===== src/rtl/memory_arbiter_if.sv =====
//-----------------------------------------------------------------------------
// memory_arbiter_if
//
// Bundles the requester-side handshake and the single-port memory bus that
// memory_arbiter sits between.
//
//   req    [NREQ]          per-requester access request
//   we     [NREQ]          per-requester 1=write / 0=read
//   addr   [NREQ*AWIDTH]   packed addresses, requester i at [i*AWIDTH +: AWIDTH]
//   wdata  [NREQ*DWIDTH]   packed write data, requester i at [i*DWIDTH +: DWIDTH]
//   gnt    [NREQ]          one-cycle grant pulse
//   rvalid [NREQ]          one-cycle read-data-valid pulse
//   rdata  [DWIDTH]        shared read data
//   busy                   arbiter has a transaction in flight
//   mem_read / mem_write   memory strobes
//   mem_addr / mem_wdata   memory address / write data
//   mem_rdata              memory read data (one clock after mem_read)
//
// Modports:
//   slave  - the arbiter itself
//   master - the environment (requesters plus memory)
//-----------------------------------------------------------------------------
interface memory_arbiter_if #(
  parameter int DWIDTH = 8,
  parameter int AWIDTH = 5,
  parameter int NREQ   = 2
);

  logic [NREQ-1:0]        req;
  logic [NREQ-1:0]        we;
  logic [NREQ*AWIDTH-1:0] addr;
  logic [NREQ*DWIDTH-1:0] wdata;
  logic [NREQ-1:0]        gnt;
  logic [NREQ-1:0]        rvalid;
  logic [DWIDTH-1:0]      rdata;
  logic                   busy;
  logic                   mem_read;
  logic                   mem_write;
  logic [AWIDTH-1:0]      mem_addr;
  logic [DWIDTH-1:0]      mem_wdata;
  logic [DWIDTH-1:0]      mem_rdata;

  modport slave (
    input  req, we, addr, wdata, mem_rdata,
    output gnt, rvalid, rdata, busy, mem_read, mem_write, mem_addr, mem_wdata
  );

  modport master (
    output req, we, addr, wdata, mem_rdata,
    input  gnt, rvalid, rdata, busy, mem_read, mem_write, mem_addr, mem_wdata
  );

endinterface


===== src/rtl/memory_arbiter.sv =====
//-----------------------------------------------------------------------------
// memory_arbiter
//
// Round-robin arbiter/sequencer sharing one single-port memory between NREQ
// requesters. One single-beat read or write is serialised per grant; read
// data comes back on the shared rdata bus with a per-requester rvalid pulse.
//
// Ports:
//   clk    - system clock, all state on the rising edge
//   rst_n  - asynchronous active-low reset
//   bus    - memory_arbiter_if.slave: requester handshake and memory bus
//
// Sequence (T = IDLE cycle in which req is sampled):
//   T+1  GRANT : gnt[idx] and one memory strobe
//   T+2  RWAIT : reads only, memory returns data at end of cycle
//   T+3  rvalid[idx] / rdata (reads)
// The first IDLE cycle after a transaction masks the requester just served,
// so a request still held from the previous access is not served twice.
//
// The widths of the interface instance must match DWIDTH/AWIDTH/NREQ here.
//-----------------------------------------------------------------------------
module memory_arbiter #(
  parameter int DWIDTH = 8,
  parameter int AWIDTH = 5,
  parameter int NREQ   = 2
) (
  input  logic              clk,
  input  logic              rst_n,
  memory_arbiter_if.slave   bus
);

  localparam int IW = (NREQ > 1) ? $clog2(NREQ) : 1;

  typedef enum logic [1:0] {
    IDLE  = 2'd0,
    GRANT = 2'd1,
    RWAIT = 2'd2
  } state_t;

  state_t            state, state_nx;

  logic [IW-1:0]     ptr, ptr_nx;
  logic [IW-1:0]     idx_r, idx_nx;
  logic [NREQ-1:0]   mask, mask_nx;
  logic              we_r, we_nx;
  logic [AWIDTH-1:0] addr_r, addr_nx;
  logic [DWIDTH-1:0] wdata_r, wdata_nx;
  logic [NREQ-1:0]   rvalid_r, rvalid_nx;
  logic [DWIDTH-1:0] rdata_r, rdata_nx;

  // Round-robin pick results
  logic [NREQ-1:0]   cand;
  logic              found;
  logic [IW-1:0]     sel;
  logic              sel_we;
  logic [AWIDTH-1:0] sel_addr;
  logic [DWIDTH-1:0] sel_wdata;

  logic [NREQ-1:0]   idx_oh;

  assign cand   = bus.req & ~mask;
  assign idx_oh = {{(NREQ-1){1'b0}}, 1'b1} << idx_r;

  //---------------------------------------------------------------------------
  // Round-robin search: first candidate at ptr, ptr+1, ... (mod NREQ).
  //---------------------------------------------------------------------------
  always_comb begin : rr_pick
    int unsigned j;
    j         = 0;
    found     = 1'b0;
    sel       = '0;
    sel_we    = 1'b0;
    sel_addr  = '0;
    sel_wdata = '0;
    for (int unsigned k = 0; k < NREQ; k++) begin
      j = (32'(ptr) + k) % NREQ;
      if (!found && cand[j]) begin
        found     = 1'b1;
        sel       = IW'(j);
        sel_we    = bus.we[j];
        sel_addr  = bus.addr[j*AWIDTH +: AWIDTH];
        sel_wdata = bus.wdata[j*DWIDTH +: DWIDTH];
      end
    end
  end

  //---------------------------------------------------------------------------
  // State register
  //---------------------------------------------------------------------------
  always_ff @(posedge clk or negedge rst_n) begin
    if (!rst_n) begin
      state    <= IDLE;
      ptr      <= '0;
      idx_r    <= '0;
      mask     <= '0;
      we_r     <= 1'b0;
      addr_r   <= '0;
      wdata_r  <= '0;
      rvalid_r <= '0;
      rdata_r  <= '0;
    end else begin
      state    <= state_nx;
      ptr      <= ptr_nx;
      idx_r    <= idx_nx;
      mask     <= mask_nx;
      we_r     <= we_nx;
      addr_r   <= addr_nx;
      wdata_r  <= wdata_nx;
      rvalid_r <= rvalid_nx;
      rdata_r  <= rdata_nx;
    end
  end

  //---------------------------------------------------------------------------
  // Next-state logic. mask defaults to zero so it only lives for the single
  // IDLE cycle that follows a completed transaction.
  //---------------------------------------------------------------------------
  always_comb begin : fsm_next
    state_nx  = state;
    ptr_nx    = ptr;
    idx_nx    = idx_r;
    we_nx     = we_r;
    addr_nx   = addr_r;
    wdata_nx  = wdata_r;
    mask_nx   = '0;
    rvalid_nx = '0;
    rdata_nx  = rdata_r;

    unique case (state)
      IDLE: begin
        if (found) begin
          state_nx = GRANT;
          idx_nx   = sel;
          we_nx    = sel_we;
          addr_nx  = sel_addr;
          wdata_nx = sel_wdata;
        end
      end

      GRANT: begin
        ptr_nx = (idx_r == IW'(NREQ - 1)) ? '0 : idx_r + 1'b1;
        if (we_r) begin
          state_nx = IDLE;
          mask_nx  = idx_oh;
        end else begin
          state_nx = RWAIT;
        end
      end

      RWAIT: begin
        state_nx  = IDLE;
        mask_nx   = idx_oh;
        rvalid_nx = idx_oh;
        rdata_nx  = bus.mem_rdata;
      end

      default: begin
        state_nx = IDLE;
      end
    endcase
  end

  //---------------------------------------------------------------------------
  // Outputs. Memory-side signals are decoded from the registered state so
  // they are zero outside GRANT and drop immediately on reset.
  //---------------------------------------------------------------------------
  always_comb begin : outputs
    bus.gnt       = '0;
    bus.mem_read  = 1'b0;
    bus.mem_write = 1'b0;
    bus.mem_addr  = '0;
    bus.mem_wdata = '0;
    if (state == GRANT) begin
      bus.gnt       = idx_oh;
      bus.mem_read  = ~we_r;
      bus.mem_write = we_r;
      bus.mem_addr  = addr_r;
      bus.mem_wdata = we_r ? wdata_r : '0;
    end
    bus.busy   = (state != IDLE);
    bus.rvalid = rvalid_r;
    bus.rdata  = rdata_r;
  end

endmodule

===== src/flat_wrapper.sv =====
// flat-port wrapper written by rule: the top's interface ports become plain ports
module memory_arbiter_flat 
#(
  parameter int DWIDTH = 8,
  parameter int AWIDTH = 5,
  parameter int NREQ   = 2
)
  (clk, rst_n, bus_req, bus_we, bus_addr, bus_wdata, bus_mem_rdata, bus_gnt, bus_rvalid, bus_rdata, bus_busy, bus_mem_read, bus_mem_write, bus_mem_addr, bus_mem_wdata);
  memory_arbiter_if #(.DWIDTH(DWIDTH), .AWIDTH(AWIDTH), .NREQ(NREQ)) bus_i ();
  input  logic clk;
  input  logic rst_n;
  input wire logic [$bits(bus_i.req)-1:0] bus_req;
  input wire logic [$bits(bus_i.we)-1:0] bus_we;
  input wire logic [$bits(bus_i.addr)-1:0] bus_addr;
  input wire logic [$bits(bus_i.wdata)-1:0] bus_wdata;
  input wire logic [$bits(bus_i.mem_rdata)-1:0] bus_mem_rdata;
  output wire logic [$bits(bus_i.gnt)-1:0] bus_gnt;
  output wire logic [$bits(bus_i.rvalid)-1:0] bus_rvalid;
  output wire logic [$bits(bus_i.rdata)-1:0] bus_rdata;
  output wire logic [$bits(bus_i.busy)-1:0] bus_busy;
  output wire logic [$bits(bus_i.mem_read)-1:0] bus_mem_read;
  output wire logic [$bits(bus_i.mem_write)-1:0] bus_mem_write;
  output wire logic [$bits(bus_i.mem_addr)-1:0] bus_mem_addr;
  output wire logic [$bits(bus_i.mem_wdata)-1:0] bus_mem_wdata;
  assign bus_i.req = bus_req;
  assign bus_i.we = bus_we;
  assign bus_i.addr = bus_addr;
  assign bus_i.wdata = bus_wdata;
  assign bus_i.mem_rdata = bus_mem_rdata;
  assign bus_gnt = bus_i.gnt;
  assign bus_rvalid = bus_i.rvalid;
  assign bus_rdata = bus_i.rdata;
  assign bus_busy = bus_i.busy;
  assign bus_mem_read = bus_i.mem_read;
  assign bus_mem_write = bus_i.mem_write;
  assign bus_mem_addr = bus_i.mem_addr;
  assign bus_mem_wdata = bus_i.mem_wdata;
  memory_arbiter #(.DWIDTH(DWIDTH), .AWIDTH(AWIDTH), .NREQ(NREQ)) u_core (.clk(clk), .rst_n(rst_n), .bus(bus_i));
endmodule

===== config.mk =====
export PLATFORM = sky130hd
export DESIGN_NAME = memory_arbiter_flat
export DESIGN_NICKNAME = d
export VERILOG_FILES = /design/src/rtl/memory_arbiter_if.sv /design/src/rtl/memory_arbiter.sv /design/src/flat_wrapper.sv
export SDC_FILE = /design/constraint.sdc
export NUM_CORES = 1
export LEC_CHECK = 0
export BUFFER_PORTS_ARGS = -buffer_cell sky130_fd_sc_hd__buf_2
export CORE_ASPECT_RATIO = 1.5
export CORE_MARGIN = 8
export CORE_UTILIZATION = 30
export DETAILED_ROUTE_END_ITERATION = 10
export PLACE_DENSITY = 0.57
export SYNTH_ARGS = -nofsm -noshare
export SYNTH_HDL_FRONTEND = slang
export SYNTH_SLANG_ARGS = --single-unit

===== constraint.sdc =====
create_clock -name clk -period 4.7 [get_ports clk]
set_clock_uncertainty 0.1 [all_clocks]
set_input_delay 0.235 -clock clk [delete_from_list [all_inputs] [get_ports clk]]
set_output_delay 0.235 -clock clk [all_outputs]
set_load 0.02 [all_outputs]

=== Word level (Yosys, flattened, before mapping) ===
Cells that the tools add are included.

* Word-level logic and storage cells: 62
* Output and inout port bits: 28
* Bits in writable memories: 0
* Bits in latches: 0
* Bits in registers: 30
* Memories kept: 0
* ROM bits: 0
* Input bits: 40

* Mux-type cells: 31
* Bitwise logic cells: 3
* Add/sub/neg operators: 2
* Order comparisons: 2
* Equal/unequal tests: 3
* $mul: 2
* Shift operators: 5
* Divide/modulo/power cells: 0
* Reduce and logical (&&, ||, !) cells: 5

{| class="wikitable"
|+ Operators with widths
! kind !! count
|-
| 10-bit by 33-bit variable part select with 5-bit output || 2
|-
| 8-bit 2-to-1 mux || 4
|-
| 16-bit by 5-bit variable part select with 8-bit output || 2
|-
| 1-bit 2-to-1 mux || 17
|-
| 5-bit 2-to-1 mux || 3
|-
| 2-bit 2-to-1 mux || 5
|-
| 1-bit by 3-bit multiplier with 4-bit output, second input constant || 2
|-
| 2-bit one-hot mux with 2 select lines || 2
|-
| 1-bit by 2-bit less-than comparator with 1-bit output, second input constant || 2
|-
| 1-bit adder, second input constant || 2
|-
| 2-bit AND || 1
|-
| 2-bit by 1-bit == test with 1-bit output, second input constant || 1
|-
| 2-bit == test, second input constant || 1
|-
| 2-bit zero test || 1
|-
| 2-bit by 1-bit inequality test with 1-bit output, second input constant || 1
|-
| 2-bit NOT || 1
|-
| 2-bit AND reduction || 1
|-
| 2-bit nonzero test || 1
|-
| 1-bit by 1-bit << shifter with 2-bit output, first input constant || 1
|-
| 1-bit logical AND || 1
|-
| 1-bit zero test || 1
|-
| 1-bit NOT || 1
|}

=== Longest topological paths before layout ===
* Word-level depth: 10
* Mapped depth: 7
* Depth with buffers taken out: 5

=== Least setup slack after synthesis ===
OpenSTA, ideal clock, no wires.

* Path type: reg-to-output
* From: register u_core.state[1]
* To: output bus_gnt[0]
* Required time: 4.365 ns
* Stages on the path, launching flop included: 5
* Data arrival time: 1.239 ns
* Path slack: 3.126 ns
* Buffers on the path: 1
* Path through: dfrtp_1 -> inv_1 -> ha_1 -> clkbuf_1 -> nor2b_1

* Longest elaborated chain between the ends: 2

{| class="wikitable"
|+ Ends and longest elaborated chain
! what !! line !! source
|-
| start: declaration || memory_arbiter.sv:40 || <nowiki>state_t state, state_nx;</nowiki>
|-
| start signal: assignment || memory_arbiter.sv:102 || <nowiki>state <= state_nx;</nowiki>
|-
| 2-bit by 1-bit == test with 1-bit output || memory_arbiter.sv:173 || <nowiki>if (state == GRANT) begin</nowiki>
|-
| 2-bit 2-to-1 mux || memory_arbiter.sv:173 ||
|-
| end: declaration || flat_wrapper.sv:17 || <nowiki>output wire logic [$bits(bus_i.gnt)-1:0] bus_gnt;</nowiki>
|}

Every way passes these cells.

=== Final worst setup path ===
* From: register u_core.state[1]
* To: output bus_mem_read

* Longest elaborated chain between the ends: 2

{| class="wikitable"
|+ Ends and longest elaborated chain
! what !! line !! source
|-
| 2-bit by 1-bit == test with 1-bit output || memory_arbiter.sv:173 ||
|-
| 1-bit 2-to-1 mux || memory_arbiter.sv:173 ||
|-
| end: declaration || flat_wrapper.sv:21 || <nowiki>output wire logic [$bits(bus_i.mem_read)-1:0] bus_mem_read;</nowiki>
|}

Every way passes these cells.

==> flow_summary.json <==
{
  "clock_sinks": 30,
  "cts_resized": 0,
  "area_delta_synth_final_pct": 28.55,
  "synth_common_cells": "dfrtp_1 (30), a2bb2oi_1 (17), o22a_1 (13), mux2_2 (10), a2bb2oi_2 (9)",
  "die_width_um": 76.35,
  "criticalPathCategory": "flop to output port",
  "drt_wl_total_um": 4739,
  "synth_top_area_share_pct": 45.80,
  "ff_latch_area_um2": 750.7,
  "drive_gt1_share_pct": 47.52,
  "synth_edf_count": 0,
  "clkTransAtPathRegs_ns": 0.06,
  "core_um2": 5368,
  "cap_violations": 0,
  "rows": 33,
  "ctsRootBufferMaster": "clkbuf_8",
  "viasPerCell": 4.923,
  "drt.antenna.violating_nets": 0,
  "netlist_area_um2": 1639,
  "power_frac_clock_pct": 15.5,
  "wl_per_cell_um": 17.42,
  "cts_buffers": 5,
  "p_seq_share_pct": 29.3,
  "ios": 68,
  "setup_viol": 0,
  "p_leak_uw": 0.001045,
  "switching_share_pct": 41.50,
  "antenna_cells": 0,
  "cp_num_buf_inv": 2,
  "max_freq_mhz": 483.8,
  "min_period_ns": 2.067,
  "drc": 0,
  "start_util_pct": 30.54,
  "maxSlewViolCount": 0,
  "critPathCaptureType": "output port",
  "grt_max_degree": 31,
  "rsz0062_at_grt": "false",
  "crit_path_max_fanout": 18,
  "yosys.area.top_type": "dfrtp_1",
  "dieArea_um2": 8134,
  "overflow": 0,
  "cts_tree": "yes",
  "status": "finished clean",
  "combPwrFrac_pct": 55.2,
  "crit_slowest_cell": "ha_1",
  "p_int_uw": 915.6,
  "clockBufferDepth": 2,
  "port_buffers": 67,
  "synthArstFlopShare_pct": 100.0,
  "required_ns": 4.37,
  "path_delay_family": "adder cells",
  "cpPeakStageDelay_ns": 0.53,
  "power.density_nw_per_um2": 742.8,
  "synth.area.top_cells": "dfrtp_1 (46%), a2bb2oi_1 (9.1%), a2bb2oi_2 (8.2%)",
  "finalSetupTns_ns": 0,
  "clk_latency_ns": 0.28,
  "synth.avg_cell_area_um2": 11.88,
  "num_vias": 1339,
  "p_sw_uw": 649.6,
  "cp.arrival_ns": 1.73,
  "htree_levels": 2,
  "ys_types": 31,
  "drtPass1Iterations": 4,
  "antenna_found_initial": 0,
  "synthCells": 138,
  "dpl.cell_count": 263,
  "syn_nets": 181,
  "n_fill_cell": 559,
  "seq_area_frac_synth_pct": 45.80,
  "grt_pass1_vias": 1561,
  "grt_pass1_wl_um": 7679,
  "drtIter0Drc": 82,
  "hold_class": "input port to flop",
  "worstSetupStartpointType": "flop",
  "gp_congestion": 0.7749,
  "yosysWarnings": 0,
  "hold_violations": 0,
  "multi_input_area_um2": 787.0,
  "dpl.hpwl_um": 3478,
  "max-vdd-ir-drop_mv": 0.3298,
  "post-route-period-util_pct": 43.98,
  "ys.flop_type": "dfrtp_1",
  "ys_ff_latch": 30,
  "grt_usage_pct": 11.96,
  "relSlewSlack_pct": 53.02,
  "finalPower_uw": 1565,
  "instances_no_fill": 272,
  "die_y_um": 106.5,
  "yosysMostFrequentCell": "dfrtp_1",
  "crit_chain": "inv_1, ha_1, nor2b_1, buf_2",
  "worst_slew_pin_slew_ns": 0.7046,
  "fin_nets": 244
}
-- layer usage --
layer  share of wire (%)  global-route usage, %  vias up  routed length [um]
li1                    -                      -      634                   -
met1                  39                  12.46      649                1846
met2                  53                  21.20       49                2509
met3                 6.3                  4.645        7                 297
met4                 1.8                  4.420        0                  86
met5                   0                      0        -                   0
-- final timing paths --
| check | slack [ns] | start | to | cells after the start |
|---|---|---|---|---|
| max in group asynchronous | 3.64 | rst_n | u_core.addr_r[2] | 2 |
| worst min register to register | 0.40 | u_core.addr_r[2] | u_core.addr_r[2] | 1 |
| worst max-delay path | 2.63 | u_core.state[1] | bus_mem_read | 4 |
| worst max register to register | 2.85 | u_core.state[0] | u_core.wdata_r[5] | 5 |
| worst min-delay path | 0.08 | bus_mem_rdata[7] | u_core.bus.rdata[7] | 2 |
| min in group asynchronous | 0.42 | rst_n | u_core.bus.rvalid[0] | 2 |
-- logic make-up after synthesis --
logic type / share of synthesized area [%]
compound gates: 26.26
fa+ha+maj: 2.290
buf+inv: 6.182
flops: 45.80
mux: 7.481
simple gates: 11.98
-- area by class of cell --
type / count / area share (%)
multi-input cells: 90 / 37.35
flip-flops and latches: 30 / 35.63
repair buffers: 69 / 16.75
inverters: 5 / 0.8907
clock buffers: 8 / 5.226
well taps: 70 / 4.157
-- placed cells by master (no fill, tap or decap), drive strengths merged --
cell / Yosys / routed
mux2: 10 / 10
nor2: 3 / 3
nand2: 1 / 1
nand2b: 1 / 1
a2bb2oi: 26 / 26
o32a: 1 / 1
inv: 5 / 5
dfrtp: 30 / 30
nor2b: 4 / 4
o22a: 13 / 13
ha: 3 / 3
and3b: 1 / 1
buf: 7 / 68
mux2i: 1 / 1
and2: 8 / 8
o21a: 1 / 1
and2b: 1 / 1
dlygate4sd3: 0 / 1
clkbuf: 6 / 8
o21ai: 2 / 2
or3b: 1 / 1
and3: 8 / 8
a21oi: 1 / 1
nand3b: 2 / 2
nor3: 2 / 2
-- power by group through the flow --
stage,combinational [uW],clock (uW),sequential (uW)
global placement,871,0,458
finish,864,243,458
floorplan,636,0,484
CTS,881,250,458
global route,948,263,475
detailed placement,877,0,461
-- worst register-to-register path: cells and delay by family (launching register included) --
family                     cells  cell delay (ns)
DFF                            1             0.39
AOI/OAI and AO/OA              2             0.36
and+or+nand+nor                1             0.61
adders and majority gates      1             0.20
buffers and inverters          1             0.08
-- stage by stage --
stage | setup slack (ns) | hold slack, ns | area, um^2 | utilization (%)
2_1_floorplan | 3.126 | -0.1606 | 1639 | -
3_3_place_gp | 2.895 | 0.2247 | 1987 | 37.02
3_5_place_dp | 2.847 | 0.2164 | 1987 | 37.02
4_1_cts | 2.569 | 0.08038 | 2107 | 39.25
5_1_grt | 2.425 | 0.07558 | 2107 | 39.25
6_report | 2.633 | 0.08388 | 2107 | 39.25
-- registers in the layout, summed over array words and instances (netlist names) --
name / cells
u_core.wdata_r: 8
u_core.state: 2
u_core.bus.rvalid: 2
u_core.idx_r: 1
u_core.mask: 2
u_core.bus.rdata: 8
u_core.addr_r: 5
u_core.ptr: 1
u_core.we_r: 1
-- timing repair --
item,CTS,global route
hold buffers,1,0
hold endpoints to repair,30,0
buffers inserted,0,0
(Power assumes the default switching activity.)
